`config.mk`:
```
export PLATFORM = sky130hd
export DESIGN_NAME = crc_check
export DESIGN_NICKNAME = d
export VERILOG_FILES = /design/src/rtl/crc_check.sv
export SDC_FILE = /design/constraint.sdc
export NUM_CORES = 1
export LEC_CHECK = 0
export ABC_AREA = 1
export CAP_MARGIN = 20
export CELL_PAD_IN_SITES_DETAIL_PLACEMENT = 0
export CELL_PAD_IN_SITES_GLOBAL_PLACEMENT = 1
export CORE_ASPECT_RATIO = 0.6
export CORE_UTILIZATION = 33
export DETAILED_ROUTE_END_ITERATION = 16
export PLACE_DENSITY = 0.81
export SYNTH_ARGS = -nofsm -noshare
export SYNTH_HDL_FRONTEND = slang
export SYNTH_SLANG_ARGS = --single-unit
```
`constraint.sdc`:
```
create_clock -name i_clk -period 1.2 [get_ports i_clk]
set_input_delay 0.24 -clock i_clk [delete_from_list [all_inputs] [get_ports i_clk]]
set_output_delay 0.24 -clock i_clk [all_outputs]
set_load 0.01 [all_outputs]
```
`src/rtl/crc_check.sv`:
```
// Receive-side CRC checker: bit-serial MSB-first division of {data, crc} by POLY.
// Reports syndrome, error flag, recovered payload and a saturating error count.
module crc_check #(
  parameter int               DATA_W = 3,
  parameter int               CRC_W  = 4,
  parameter logic [CRC_W:0]   POLY   = 5'b10111,
  parameter int               CNT_W  = 8
) (
  input  logic              i_clk,
  input  logic              i_rst_n,
  input  logic              i_valid,
  input  logic [DATA_W-1:0] i_data,
  input  logic [CRC_W-1:0]  i_crc,
  input  logic              i_clr_cnt,
  output logic              o_ready,
  output logic [DATA_W-1:0] o_data,
  output logic [CRC_W-1:0]  o_syndrome,
  output logic              o_err,
  output logic              o_done,
  output logic [CNT_W-1:0]  o_err_cnt
);

  localparam int SH_W   = DATA_W + CRC_W;
  localparam int STEP_W = $clog2(DATA_W + 1);
  // Generator aligned under the MSB of the shift register.
  localparam logic [SH_W-1:0] POLY_AL = {POLY, {(DATA_W-1){1'b0}}};

  typedef enum logic {IDLE, CALC} state_t;

  state_t              state, state_nxt;
  logic [SH_W-1:0]     shift, shift_step;
  logic [STEP_W-1:0]   step;
  logic [DATA_W-1:0]   data_q;
  logic [CRC_W-1:0]    syn_new;
  logic                accept, last_step;

  assign o_ready   = (state == IDLE);
  assign accept    = i_valid & o_ready;
  assign last_step = (state == CALC) && (step == STEP_W'(DATA_W));
  assign syn_new   = shift[SH_W-1 -: CRC_W];

  always_comb begin
    shift_step = (shift ^ (shift[SH_W-1] ? POLY_AL : '0)) << 1;
  end

  always_ff @(posedge i_clk or negedge i_rst_n) begin
    if (!i_rst_n) state <= IDLE;
    else          state <= state_nxt;
  end

  always_comb begin
    state_nxt = state;
    case (state)
      IDLE:    if (accept)    state_nxt = CALC;
      CALC:    if (last_step) state_nxt = IDLE;
      default: state_nxt = IDLE;
    endcase
  end

  always_ff @(posedge i_clk or negedge i_rst_n) begin
    if (!i_rst_n) begin
      shift      <= '0;
      step       <= '0;
      data_q     <= '0;
      o_data     <= '0;
      o_syndrome <= '0;
      o_err      <= 1'b0;
      o_done     <= 1'b0;
    end else begin
      o_done <= last_step;
      if (accept) begin
        shift  <= {i_data, i_crc};
        data_q <= i_data;
        step   <= '0;
      end else if (state == CALC && !last_step) begin
        shift <= shift_step;
        step  <= step + STEP_W'(1);
      end
      // Result registers only move on the completion edge, so they hold otherwise.
      if (last_step) begin
        o_syndrome <= syn_new;
        o_err      <= |syn_new;
        o_data     <= data_q;
      end
    end
  end

  always_ff @(posedge i_clk or negedge i_rst_n) begin
    if (!i_rst_n)
      o_err_cnt <= '0;
    else if (i_clr_cnt)
      o_err_cnt <= '0;
    else if (last_step && (|syn_new) && (o_err_cnt != '1))
      o_err_cnt <= o_err_cnt + CNT_W'(1);
  end

endmodule

```
Word level (Yosys, flattened, before mapping)
Index checks and enable logic that the tools add are counted.
{"block": "classes", "eq_ne": 2, "addsub": 2, "n_mux": 10, "reduce_logical": 8, "n_bitwise": 3}
{"operator": "$mux 8", "n": 2}
{"operator": "$mux 7", "n": 2}
{"operator": "$add 8x1->8 const B", "n": 1}
{"operator": "$ne 8x8->1 const B", "n": 1}
{"operator": "$xor 6x6->6", "n": 1}
{"operator": "$mux 5", "n": 1}
{"operator": "$logic_and 1x1->1", "n": 4}
{"operator": "$mux 2", "n": 2}
{"operator": "$reduce_bool 2->1", "n": 2}
{"operator": "$reduce_or 4->1", "n": 1}
{"operator": "$add 2x1->2 const B", "n": 1}
{"operator": "$eq 2x2->1 const B", "n": 1}
{"operator": "$mux 1", "n": 2}
{"operator": "$pmux 1 s2", "n": 1}
{"operator": "$and 1x1->1", "n": 1}
{"operator": "$logic_not 1->1", "n": 1}
{"operator": "$not 1->1", "n": 1}
{"block": "word_totals", "out_inout_bits": 18, "word_cells": 34, "register_bits": 30}

Depth between registers and ports, before layout
Gate-level depths: netlist of the first run.
{"block": "logic_depth", "word_depth": 6, "depth_mapped": 9, "ltp_nobuf": 9}

Worst setup path before layout of the first run
OpenSTA, ideal clock, no wires.
{"block": "synth_timing", "path_kind": "reg-to-reg", "startpoint": "register o_err_cnt[1]", "endpoint": "register o_err_cnt[7]", "stages_incl_launch_ff": 9, "n_path_buf": 0, "slack_ns": -0.071, "arrival_time_ns": 1.154, "path_cell_list": "dfrtp_1 ha_1 nand2_1 nor2_4 nand2_2 nand2_4 nand2_2 nand2_1 nand2_1"}
{"block": "synth_via", "elab_chain_len": 3}
{"element": "start: declaration", "line_no": "20", "rtl": "output logic [CNT_W-1:0] o_err_cnt"}
{"element": "start signal: assignment", "line_no": "94", "rtl": "o_err_cnt <= o_err_cnt + CNT_W'(1);"}
{"element": "$add 8x1->8 or $ne 8x8->1 (tied branches)", "line_no": "94, 93"}
{"element": "$mux 8 or $logic_and 1x1->1 (tied branches)", "line_no": "93", "rtl": "else if (last_step && (|syn_new) && (o_err_cnt != '1))"}
{"element": "$mux 8 or $reduce_bool 2->1 (tied branches)"}
Several ways; a longest one is shown, not always the timed one. The select of a mux whose other input is x is not followed.
A chain may end at the register's enable or synchronous reset.

Final worst setup path of the first run
{"block": "layout_timing", "startpoint": "register o_err_cnt[0]", "endpoint": "register o_err_cnt[3]"}
Same word-level chain as after synthesis.

==> impl_metrics.csv, run 1 <==
group,metric,value,unit
clock_network,cts_buffers,5,
global_routing,grt_pass1_vias,1258,
final_layout,regArea,752,um2
power_and_ir_drop,ir_drop,0.00101,V
critical_path,worstRegToRegCells,9,
route,first_pass_iters,4,
synthesis,ys_seq_area_share,52.3,%
route,drt_iter0_drc,63,
timing,whs,0.322,ns
route,wl_met2,1500,um
route,drc,0,
synthesis,synthesis.nets,184,
critical_path,crit_end,"o_err_cnt[3]$_DFFE_PN0P_",
timing,fin_ws,-0.108,ns
final_layout,nets,259,
floorplanning,coreArea,4140,um2
floorplanning,dieHeight,53.1,um
timing,period_share,109,%
clock_network,htreeDepth,2,
timing,finClkSkew,0.00318,ns
route,drtAntennaViolNets,0,
route,met3_length,185,um
route,vias,1363,
critical_path,rr_startpoint,"o_err_cnt[0]$_DFFE_PN0P_",
final_layout,stdcell_area,2350,um2
status,status,"complete, but fails checks",
critical_path,crit_start,"o_err_cnt[0]$_DFFE_PN0P_",
final_layout,diodes,0,
floorplanning,rows,18,
min_path,min_path_type,"input port to async pin",
final_layout,area_growth,64.1,%
synthesis,synth_cell_types,27,
critical_path,cp-start-kind,"register",
place,dp_hpwl,2480,um
final_layout,drive_gt1_share,38.5,%
clock_network,clk_latency,0.27,ns
timing,fin_crit,1.31,ns
timing,max_freq,765,MHz
clock_network,cts.sinks,30,
status,violations,"setup timing",
critical_path,r2r-end,"o_err_cnt[3]$_DFFE_PN0P_",
synthesis,syn-instance-count,171,
timing,setup_viol,13,
clock_network,cts_tree,"done",
timing,slew_headroom,82.9,%
floorplanning,dieArea,4630,um2
route,wl_met1,2080,um
floorplanning,start_util,34.6,%
floorplanning,io-pin-count,29,
clock_network,path_clk_slew,0.07,ns
power_and_ir_drop,p_leak,1.19,nW
global_routing,grt_pass1_wl,6090,um
clock_network,clock_path_buffers,2,
route,wire_per_inst,12.3,um
timing,worst_pin_slew,0.256,ns
timing,rsz0062_at_grt,"true",
synthesis,syn_avg_cell_area,8.39,um2
global_routing,grt_usage,18.3,%
global_routing,grt_overflow,0,
timing,slew_violations,0,
final_layout,fin_cells,307,
synthesis,synth_area,1440,um2
critical_path,crit_path_end_kind,"register",
critical_path,r2r_slack,-0.11,ns
route,wl,3770,um
job,maxCapViolCount,0,
critical_path,criticalPathCategory,"register to register",
critical_path,crit_path_max_fanout,5,
place,post_dp_cell_area,2000,um2
timing,finalHoldViolations,0,
floorplanning,die_width,87.1,um
critical_path,cp.arrival,1.48,ns
final_layout,finish.utilization,56.8,%
final_layout,nFillCells,392,
global_routing,grt_max_degree,31,
place,portBuffers,28,
final_layout,multi_input_area,744,um2
synthesis,synth-async-reset-ratio,100,%
synthesis,synth_flop_cell,"dfrtp_1",
power_and_ir_drop,total_power,4.91,mW
synthesis,synth_warnings,0,
critical_path,critPathRequiredTime,1.37,ns
place,place_congestion,0.783,
power_and_ir_drop,p_per_area,2090,nW/um2
clock_network,cts_hold_buf,0,
clock_network,root_buffer,"clkbuf_8",
synthesis,synth_edf_count,0,
synthesis,yosys_register_bits,30,
route,vias_per_cell,4.44,
route,maxUsedRoutingLayer,"met3",
place,dp_cells,284,
global_routing,grt_antenna_before_repair,0,
==> state kept, by name, summed over array words and instances (netlist names) <==
register	cells
data_q	3
o_data	3
o_done	1
o_err	1
o_err_cnt	8
o_syndrome	4
shift	7
state	1
step	2
==> cell usage after synthesis, types with 2 or more instances <==
master	n	area, um2
nand3_1	13	65.1
nand2_2	2	12.5
inv_1	17	63.8
o21ai_0	8	40.0
o21ai_1	13	65.1
xor2_1	2	17.5
nand2_1	47	176
nor2_1	14	52.6
inv_2	2	7.51
a21oi_1	3	15.0
dfrtp_1	30	751
ha_1	2	25.0
nand2_4	4	45.0
==> power breakdown <==
part	switching [mW]	internal, mW
Sequential	0.203	1.38
Clock	0.375	0.462
Combinational	1.31	1.17
==> cell type report <==
cell class / instances / area share [%]
inverter: 21 / 3.88
timing repair buffer: 69 / 25.5
tap: 60 / 3.19
sequential: 30 / 31.9
clock inverter: 1 / 0.213
clock buffer: 7 / 3.67
multi-input combinational: 119 / 31.6
==> metrics by stage <==
stage	TNS [ns]	setup slack, ns
after floorplan	-0.149	-0.0429
after global placement	-3.22	-0.217
after detailed placement	-3.32	-0.233
after CTS	-0.812	-0.133
after global routing	-2.09	-0.195
final	-0.948	-0.108
==> critical path: stages, from the launching register on <==
cell and delay [ns]:
dfrtp_1 0.37, buf_6 0.12, ha_4 0.14, nand2_4 0.06
nor2_4 0.11, nand2_2 0.10, nand2_4 0.13, nand2_4 0.07
nand2_2 0.06, nand2_1 0.05
==> what timing repair did <==
item	CTS	global route
buffers inserted	7	6
endpoints found under the setup margin	34	33
pin swaps	8	12
cloned	2	0
resized for setup	40	48
==> metal layers <==
| metal | up-vias | track usage, % |
|---|---|---|
| met4 | 0 | 6.28 |
| met1 | 627 | 28.8 |
| met5 | - | 0 |
| li1 | 702 | - |
| met3 | 0 | 5.15 |
| met2 | 34 | 22.8 |
==> cell families (layout without fill, tap and decap cells) <==
family | Yosys count | after routing | share of synthesized area (%)
AO/OA/AOI/OAI | 28 | 28 | 10.5
XOR/XNOR | 2 | 2 | 1.22
adder cells (fa/ha/maj) | 2 | 2 | 1.74
buffers and inverters | 24 | 98 | 7.06
flip-flops | 30 | 30 | 52.3
AND/OR/NAND/NOR | 85 | 87 | 27.2
==> worst min-delay path by stage <==
stage,end,cells after the start,slack (ns),start
after floorplan,data_q[0]$_DFFE_PN0P_,0,-0.06,i_rst_n
after global placement,o_syndrome[2]$_DFFE_PN0P_,2,0.47,o_syndrome[2]$_DFFE_PN0P_
after global routing,o_data[0]$_DFFE_PN0P_,2,0.33,i_rst_n
after CTS,o_data[0]$_DFFE_PN0P_,2,0.33,i_rst_n
final,data_q[0]$_DFFE_PN0P_,2,0.32,i_rst_n
after detailed placement,shift[1]$_DFFE_PN0P_,2,0.48,shift[1]$_DFFE_PN0P_
==> cells in the final DEF, fill, tap and decap left out, drive strengths merged <==
cell type | synthesis | layout
inv | 19 | 20
clkbuf | 1 | 9
nor3 | 1 | 1
dfrtp | 30 | 30
nand3 | 14 | 14
o21ai | 21 | 21
o22ai | 1 | 1
nor2 | 16 | 16
clkdlybuf4s50 | 0 | 10
xor2 | 2 | 2
clkinv | 2 | 2
dlygate4sd2 | 0 | 2
ha | 2 | 2
o221ai | 1 | 1
buf | 2 | 44
a31oi | 1 | 1
clkdlybuf4s15 | 0 | 11
nand4 | 1 | 1
nand2 | 53 | 55
a21oi | 4 | 4
(Power assumes the default switching activity.)
==> run 2: changes to the inputs <==
ABC_CLOCK_PERIOD_IN_PS = 1200   (was default)
CAP_MARGIN = 5   (was 20)
==> results of run 2 <==
Same layout as run 1: the final DEF is identical, and so are final timing and power.
